File: config.mk
export PLATFORM = sky130hd
export DESIGN_NAME = inst_prefetch_queue
export DESIGN_NICKNAME = d
export VERILOG_FILES = /design/src/rtl/inst_prefetch_queue.sv
export SDC_FILE = /design/constraint.sdc
export NUM_CORES = 1
export LEC_CHECK = 0
export CAP_MARGIN = 20
export CELL_PAD_IN_SITES_DETAIL_PLACEMENT = 1
export CELL_PAD_IN_SITES_GLOBAL_PLACEMENT = 1
export CORE_AREA = 2 2 165 167
export CTS_BUF_LIST = sky130_fd_sc_hd__clkbuf_4
export DETAILED_ROUTE_END_ITERATION = 6
export DIE_AREA = 0 0 167 169
export GPL_ROUTABILITY_DRIVEN = 0
export PLACE_DENSITY = 0.86
export SYNTH_ARGS = -nofsm -noshare
export SYNTH_HDL_FRONTEND = slang
export SYNTH_SLANG_ARGS = --single-unit
File: constraint.sdc
create_clock -name Clock -period 6.4 [get_ports Clock]
set_input_delay 1.28 -clock Clock [delete_from_list [all_inputs] [get_ports Clock]]
set_output_delay 1.28 -clock Clock [all_outputs]
set_load 0.02 [all_outputs]
File: src/rtl/inst_prefetch_queue.sv
// Instruction prefetch queue: sequential req/ack fetch into a circular {pc, inst} buffer, flushed on redirect.
// Optional INST_PREFETCH_STATS_EN adds saturating stat_fetched / stat_flushed counters.
module inst_prefetch_queue #(
  parameter int unsigned DEPTH    = 4,
  parameter logic [31:0] RESET_PC = 32'h0000_0000
) (
  input  logic                     Clock,
  input  logic                     Resetn,
  input  logic                     redirect,
  input  logic [31:0]              redirect_pc,
  output logic                     imem_req,
  output logic [31:0]              imem_addr,
  input  logic                     imem_ack,
  input  logic [31:0]              imem_rdata,
  input  logic                     deq,
  output logic                     q_valid,
  output logic [31:0]              q_inst,
  output logic [31:0]              q_pc,
  output logic [31:0]              q_pc4,
  output logic [$clog2(DEPTH):0]   q_count
`ifdef INST_PREFETCH_STATS_EN
  ,
  output logic [31:0]              stat_fetched,
  output logic [31:0]              stat_flushed
`endif
);

  localparam int unsigned PW = $clog2(DEPTH);
  localparam int unsigned CW = PW + 1;

  typedef enum logic [1:0] {ST_IDLE, ST_FETCH, ST_DRAIN} state_e;

  state_e         state_q, state_d;
  logic [31:0]    fetch_pc_q, fetch_pc_d;
  logic [31:0]    addr_q, addr_d;
  logic           req_q;
  logic [PW-1:0]  head_q, head_d, tail_q, tail_d;
  logic [CW-1:0]  count_q, count_d;
  logic [31:0]    mem_inst [DEPTH];
  logic [31:0]    mem_pc   [DEPTH];
  logic           push, pop;

  // Fetch sequencing; a request, once raised, is held until its ack
  always_comb begin
    state_d    = state_q;
    fetch_pc_d = fetch_pc_q;
    addr_d     = addr_q;
    push       = 1'b0;
    case (state_q)
      ST_IDLE: begin
        if (!redirect && (count_q < CW'(DEPTH))) begin
          state_d = ST_FETCH;
          addr_d  = fetch_pc_q;
        end
      end
      ST_FETCH: begin
        if (imem_ack) begin
          state_d = ST_IDLE;
          if (!redirect) begin
            push       = 1'b1;
            fetch_pc_d = fetch_pc_q + 32'd4;
          end
        end else if (redirect) begin
          state_d = ST_DRAIN;
        end
      end
      ST_DRAIN: begin
        if (imem_ack) state_d = ST_IDLE;
      end
      default: state_d = ST_IDLE;
    endcase
    if (redirect) fetch_pc_d = redirect_pc & ~32'h3;
  end

  // Queue pointers; redirect empties the queue and ignores deq/push
  always_comb begin
    pop     = deq && (count_q != '0) && !redirect;
    head_d  = head_q;
    tail_d  = tail_q;
    count_d = count_q;
    if (redirect) begin
      head_d  = '0;
      tail_d  = '0;
      count_d = '0;
    end else begin
      if (pop)  head_d = head_q + PW'(1);
      if (push) tail_d = tail_q + PW'(1);
      count_d = count_q + CW'(push) - CW'(pop);
    end
  end

  always_ff @(posedge Clock) begin
    if (!Resetn) begin
      state_q    <= ST_IDLE;
      fetch_pc_q <= RESET_PC;
      addr_q     <= RESET_PC;
      req_q      <= 1'b0;
      head_q     <= '0;
      tail_q     <= '0;
      count_q    <= '0;
    end else begin
      state_q    <= state_d;
      fetch_pc_q <= fetch_pc_d;
      addr_q     <= addr_d;
      req_q      <= (state_d != ST_IDLE);
      head_q     <= head_d;
      tail_q     <= tail_d;
      count_q    <= count_d;
    end
  end

  // Payload storage needs no reset; validity is tracked by count_q
  always_ff @(posedge Clock) begin
    if (push) begin
      mem_inst[tail_q] <= imem_rdata;
      mem_pc[tail_q]   <= addr_q;
    end
  end

  assign imem_req  = req_q;
  assign imem_addr = addr_q;
  assign q_valid   = (count_q != '0);
  assign q_count   = count_q;
  assign q_inst    = mem_inst[head_q];
  assign q_pc      = mem_pc[head_q];
  assign q_pc4     = mem_pc[head_q] + 32'd4;

`ifdef INST_PREFETCH_STATS_EN
  logic [31:0] fetched_q, flushed_q;
  logic        drop_ack;
  logic [CW:0] flush_inc;
  logic [32:0] flush_sum;

  // Discarded entries: queue contents on redirect plus any ack whose data is dropped
  always_comb begin
    drop_ack  = imem_ack && (((state_q == ST_FETCH) && redirect) || (state_q == ST_DRAIN));
    flush_inc = (redirect ? {1'b0, count_q} : '0) + (CW + 1)'(drop_ack);
    flush_sum = 33'(flushed_q) + 33'(flush_inc);
  end

  always_ff @(posedge Clock) begin
    if (!Resetn) begin
      fetched_q <= '0;
      flushed_q <= '0;
    end else begin
      if (push && (fetched_q != '1)) fetched_q <= fetched_q + 32'd1;
      flushed_q <= flush_sum[32] ? '1 : flush_sum[31:0];
    end
  end

  assign stat_fetched = fetched_q;
  assign stat_flushed = flushed_q;
`endif

endmodule
==> results of run 1 <==
[cells by family (layout without fill, tap and decap cells)]
| family | Yosys count | in the layout | share of synthesized area (%) |
|---|---|---|---|
| other | 1 | 8 | 0.02888 |
| adders and majority gates | 9 | 9 | 0.9251 |
| AOI/OAI and AO/OA | 86 | 86 | 4.683 |
| and+or+nand+nor | 218 | 218 | 8.971 |
| buffers and inverters | 59 | 354 | 2.534 |
| xor gates and xnor gates | 53 | 53 | 3.575 |
| DFF | 320 | 320 | 68.45 |
| muxes | 63 | 63 | 10.83 |
[synth_stat cells, types with 9 or more instances]
| master | n |
|---|---|
| a21boi_0 | 30 |
| dfxtp_1 | 72 |
| nor3_1 | 11 |
| o211a_1 | 14 |
| xor2_1 | 31 |
| mux4_2 | 62 |
| nand2_1 | 96 |
| clkbuf_1 | 18 |
| nand3_1 | 9 |
| inv_1 | 15 |
| a21oi_1 | 11 |
| nand4_1 | 14 |
| o21ai_0 | 19 |
| and2_1 | 11 |
| nor4_1 | 9 |
| edfxtp_1 | 248 |
| buf_4 | 9 |
| nor2_1 | 17 |
| xnor2_1 | 22 |
[metal layers]
metal  GRT usage (%)  up-vias  share of wire (%)
met1           28.60     4008                 43
met3           4.489       45                5.8
met5               0        -                  0
met2           36.45      252                 50
li1                -     3639                  -
met4           7.496        0                1.8
[worst max-delay path, delay by kind of cell, from the launching register on]
kind / cells / cell delay, ps
and+or+nand+nor: 3 / 1050
buffers and inverters: 2 / 1070
xor gates and xnor gates: 1 / 210
DFF: 1 / 800
muxes: 1 / 300
[metrics by stage]
stage | utilization, % | setup slack (ps) | cells | area (µm²) | power (mW)
2_1_floorplan | - | 2610 | 814 | 13000 | 2.453
3_3_place_gp | 57.19 | 1669 | 1310 | 15160 | 2.573
6_report | 61.15 | 1034 | 1452 | 16200 | 4.235
3_5_place_dp | 57.19 | 1596 | 1310 | 15160 | 2.584
4_1_cts | 61.02 | 889.8 | 1448 | 16170 | 4.290
5_1_grt | 61.15 | 642.3 | 1452 | 16200 | 4.404
[final cells by class]
| cell class | instances | area, µm² |
|---|---|---|
| fillers | 2487 | 10300 |
| flip-flops and latches | 320 | 8894 |
| multi-input cells | 435 | 3802 |
| repair buffers | 201 | 2007 |
| clock buffers | 119 | 893.4 |
| well taps | 341 | 426.7 |
| clock inverters | 19 | 120.1 |
| inverters | 15 | 56.30 |
| diodes | 2 | 5.005 |
[where the power goes]
group / leakage, nW / switching, mW / internal [mW]
combinational: 2.04 / 0.125 / 0.116
clock: 0.593 / 0.802 / 0.892
sequential: 2.72 / 0.0364 / 2.26
total: 5.35 / 0.964 / 3.27
[flip-flops by register name, indices dropped and copies added (netlist names), named ones only]
| register | cells |
|---|---|
| mem_inst | 128 |
| mem_pc | 120 |
| fetch_pc_q | 30 |
| imem_addr | 30 |
| q_count | 3 |
| head_q | 2 |
| state_q | 2 |
| tail_q | 2 |
| imem_req | 1 |
[worst max path at each step]
stage | from | endpoint | slack (ps)
floorplan | redirect | mem_inst[0][0]$_DFFE_PP_ | 2610
global placement | flop | q_pc4[26] | 1670
detailed placement | flop | q_pc4[27] | 1600
CTS | flop | q_pc4[27] | 890
global route | flop | q_pc4[26] | 640
finish | flop | q_pc4[27] | 1030
==> results.md, run 1 <==
* Fin nets at 1129
* RSZ-0062 raised after global routing: false
* Starting DRT DRC Count at 558
* Commonest non-fill, non-tap cell in the layout: edfxtp_1
* CTS max path bufs at 3
* GRT overflow at 0
* Mean routed wirelength per cell at 21.16 µm
* Reg2Reg Depth at 12
* Critical Path AT at 4090 ps
* Setup bufs post-CTS at 0
* Residual DRC count at 0
* Data required, critical path at 5120 ps
* Clk slew on worst S/H paths at 70 ps
* Yosys reg bits at 320
* Hold path start: fetch_pc_q[31]$_SDFFE_PN0P_
* Vias in the first global route at 8548
* Die ar. at 28220 µm²
* Die width at 167 µm
* Synth top area cells: edfxtp_1, dfxtp_1, mux4_2
* Worst rel slew slack at 32.82%
* Least-Margin Pin Slew at 1008 ps
* Clock Latency Late Sink at 700 ps
* Share of the synthesized area in the top cell type at 57.35%
* FF-to-FF End: q_count[2]$_SDFF_PP0_
* Sequential share of the synthesized area at 68.45%
* Max cap viols at 0
* Setup CP Type: reg2out
* Crit path time final at 5366 ps
* Clock Skew at 53.32 ps
* WHS Path Cells at 2
* Post-Syn Instances at 809
* Setup crit end kind: output port
* Clock sink total at 320
* Detailed Place HPWL at 19810 µm
* Root Driver: clkbuf_4
* RR Startpoint: state_q[0]$_SDFF_PN0_
* Post-route ant nets at 0
* Syn Area/Cell at 16.05 µm²
* Largest net degree at the start of global routing at 64
* Finish-stage setup viols at 0
* GRT Total Usage at 21.78%
* Post-synth EDFFs at 248
* Via/cell ratio at 5.471
* Mapped Area at 12980 µm²
* Initial antenna violation count at 1
* Hold_buf cts at 0
* CTS H-tree depth at 3
* Commonest non-fill, non-tap cells in the layout: edfxtp_1, clkdlybuf4s50_1, clkbuf_4
* Cell at the slowest stage of the critical path: dfxtp_2
* Yosys cell types at 56
* LEAKAGE at 5.355 nW
* Largest stage delay, worst path at 800 ps
* Critical path, cell by cell: buf_4, mux4_2, and3_1, nand4_2, nor4_2, xor2_1, clkdlybuf4s50_1
* Worst ir drop on vdd at 0.1471 mV
* Row cnt at 60
* CTS buffer count at 78
* Die H at 169 µm
* DR pass1 iterations at 4
* Core ar. at 26500 µm²
* Tcrit/Tclk final at 83.84%
* Run status: finished, final reports clean
* Syn. warnings at 0
* Pwr/cell area at 261.3 nW/µm²
* Top FF cell, synth: edfxtp_1
* Share of flip-flops with an asynchronous set or reset at 0%
* HP Class: reg2reg
* Port Buffers at 193
* Highest Clock Rate at 0.1864 GHz
* Hold EP: imem_addr[31]$_SDFFE_PN0P_
* Starting density of the core at 49.00%
* I/O pin total at 202
* Drt total wl at 30730 µm
* Max Slew Vio Count at 0
* Crit path launch type: flop
* Area Growth Syn to Fin at 24.79%
* TNS Setup at 0 ps
* Routed vias at 7944
* Crit-path max FO at 26
* First-pass GRT wire length at 47350 µm
* R2R setup slack at 3550 ps
* Yosys top cell by area: edfxtp_1
* Layout cell share with drive strength beyond 1 at 19.84%
* Hold slack at 478.2 ps
* CTS tree: done
* PostCTS Resize Cnt at 0
* Final Hold Fails at 0
Note: power is estimated with default switching activity, not from simulation.
==> run 2: changes to the inputs <==
- CORE_AREA: 2 2 165 167 -> 2 2 179 181
- DIE_AREA: 0 0 167 169 -> 0 0 181 183
- PLACE_DENSITY: 0.86 -> 0.78
- clock period: 6.4 -> 4.61 ns (I/O delays scaled with it)
==> run 2 against run 1 <==
Sequential power rose by 39%; hold slack better by 14 ps; flip-flop and latch count unchanged; via count fell by 0.24%; critical path depth stayed put; wire length is 1.5% higher; critical endpoint is now q_pc4[23]; power grew 40%; clock power is 41% higher; combinational power up 38%; die area rose by 17%; clock skew decreased by 20 ps.
==> results.md, run 2 (synthesis results as in run 1) <==
* HP Class: reg2reg (unchanged)
* Worst ir drop on vdd at 0.1367 mV (was 0.1471 mV)
* Layout cell share with drive strength beyond 1 at 21.05% (was 19.84%)
* CTS tree: done (unchanged)
* Largest register FFs at 128 (unchanged)
* Commonest non-fill, non-tap cells in the layout: edfxtp_1, clkdlybuf4s50_1, clkbuf_4 (unchanged)
* Starting DRT DRC Count at 432 (was 558)
* Max Slew Vio Count at 0 (unchanged)
* LEAKAGE at 5.429 nW (was 5.355 nW)
* WHS Path Cells at 2 (unchanged)
* Drt total wl at 31200 µm (was 30730 µm)
* Root Driver: clkbuf_4 (unchanged)
* Setup CP Type: reg2out (unchanged)
* Most flops, register: mem_inst (unchanged)
* Area Growth Syn to Fin at 26.57% (was 24.79%)
* Clk slew on worst S/H paths at 60 ps (was 70 ps)
* Clock Latency Late Sink at 690 ps (was 700 ps)
* Fin nets at 1143 (was 1129)
* Top Registers: mem_inst (128), mem_pc (120) (unchanged)
* Clock Skew at 33.31 ps (was 53.32 ps)
* I/O pin total at 202 (unchanged)
* Vias in the first global route at 8645 (was 8548)
* DR pass1 iterations at 4 (unchanged)
* Die width at 181 µm (was 167 µm)
* Tcrit/Tclk final at 96.06%
* Placed cell area at 15340 µm² (was 15160 µm²)
* CTS H-tree depth at 3 (unchanged)
* Reg2Reg Depth at 12 (unchanged)
* Finish-stage setup viols at 0 (unchanged)
* Critical Path AT at 3510 ps (was 4090 ps)
* CP delay by family, top: simple AND/OR/NAND/NOR gates (was buffers and inverters)
* Max cap viols at 0 (unchanged)
* Worst rel slew slack at 31.84% (was 32.82%)
* Run status: finished, final reports clean (unchanged)
* Residual DRC count at 0 (unchanged)
* Via/cell ratio at 5.176 (was 5.471)
* Initial antenna violation count at 2 (was 1)
* Die H at 183 µm (was 169 µm)
* Die ar. at 33120 µm² (was 28220 µm²)
* Final Hold Fails at 0 (unchanged)
* Clock sink total at 320 (unchanged)
* Highest Clock Rate at 0.2258 GHz
* Crit path time final at 4428 ps
* Setup crit end kind: output port (unchanged)
* Routed vias at 7925 (was 7944)
* Least-Margin Pin Slew at 1022 ps (was 1008 ps)
* CTS buffer count at 84 (was 78)
* Dpl cells at 1380 (was 1310)
* RSZ-0062 raised after global routing: false (unchanged)
* Cell at the slowest stage of the critical path: clkdlybuf4s50_1 (was dfxtp_2)
* Largest stage delay, worst path at 640 ps (was 800 ps)
* Layout Cells excl Fill at 1531 (was 1452)
* Commonest non-fill, non-tap cell in the layout: edfxtp_1 (unchanged)
* Critical path, cell by cell: buf_8, mux4_2, and4_1, nand4_4, nor4_1, xor2_1, clkdlybuf4s50_1 (was buf_4, mux4_2, and3_1, nand4_2, nor4_2, xor2_1, clkdlybuf4s50_1)
* Crit path launch type: flop (unchanged)
* TNS Setup at 0 ps (unchanged)
* CTS max path bufs at 3 (unchanged)
* Detailed Place HPWL at 20380 µm (was 19810 µm)
* Crit-path max FO at 13 (was 26)
* Post-route ant nets at 0 (unchanged)
* Largest net degree at the start of global routing at 63 (was 64)
* Core ar. at 31230 µm² (was 26500 µm²)
* Worst Path Buf+Inv at 2 (unchanged)
* Row cnt at 65 (was 60)
* Port Buffers at 193 (unchanged)
* GRT Total Usage at 19.11% (was 21.78%)
* First-pass GRT wire length at 48730 µm (was 47350 µm)
* Mean routed wirelength per cell at 20.38 µm (was 21.16 µm)
* Data required, critical path at 3690 ps (was 5120 ps)
* Design area at 16430 µm² (was 16200 µm²)
* Pwr/cell area at 359.6 nW/µm² (was 261.3 nW/µm²)
* Starting density of the core at 41.58% (was 49.00%)
* GRT overflow at 0 (unchanged)
* WP depth at 7 (unchanged)
==> run 2: cell count changes in the layout (fill, tap and decap cells not counted), moves of 2 or more <==
cell      delta
buf_12       +3
buf_4        +5
clkbuf_4     +8
clkinv_1     +2
nor4_2       +2
nor4_1       -2
==> run 2: routing by layer <==
layer / track usage, % / share of wire [%] / vias up
met5: 0 / 0 / -
met4: 7.154 / 2.6 / 0
met3: 5.143 / 6.6 / 62
met2: 30.34 / 47 / 259
met1: 25.39 / 43 / 3932
li1: - / - / 3672
==> run 2: path summary, 6_finish.rpt <==
kind | from | to | slack (ps)
min | fetch_pc_q[20]$_SDFFE_PN0P_ | imem_addr[20]$_SDFFE_PN0P_ | 490
max | flop | q_pc4[23] | 180
min reg2reg | fetch_pc_q[20]$_SDFFE_PN0P_ | imem_addr[20]$_SDFFE_PN0P_ | 490
max reg2reg | state_q[0]$_SDFF_PN0_ | q_count[2]$_SDFF_PP0_ | 1790
==> run 2: metrics by stage <==
stage               power [mW]  hold slack (ps)  util [%]  worst slack (ps)
finish                   5.910            492.3     52.62             181.5
global route             6.197            515.7     52.62             7.514
CTS                      6.017            496.0     52.54             76.86
detailed placement       3.588            494.1     49.11             543.8
global placement         3.576            469.2     49.11             613.5
floorplan                3.406            446.2         -              1178
==> run 2: tightest hold or removal path: cells and delay by family (launching register included) <==
kind / cells / cell delay [ps]
and+or+nand+nor: 1 / 60
DFF: 1 / 330
AOI/OAI and AO/OA: 1 / 60
==> run 2: layout make-up <==
type,instances,area [µm²]
antenna,3,7.507
clock buffer,127,953.4
clock inverter,20,92.59
fill,3099,14800
inverter,15,56.30
multi-input combinational,435,3822
sequential,320,8896
tap,402,503.0
timing repair buffer,209,2103
==> run 2: power by group <==
| part | internal [mW] | switching (mW) |
|---|---|---|
| clock | 1.25 | 1.13 |
| sequential | 3.14 | 0.0506 |
| combinational | 0.160 | 0.172 |
==> run 2: what timing repair did <==
action | CTS | global route
hold buffers | 0 | 0
setup endpoints to repair | 13 | 3
setup buffers | 1 | 0
gates resized for setup | 2 | 4
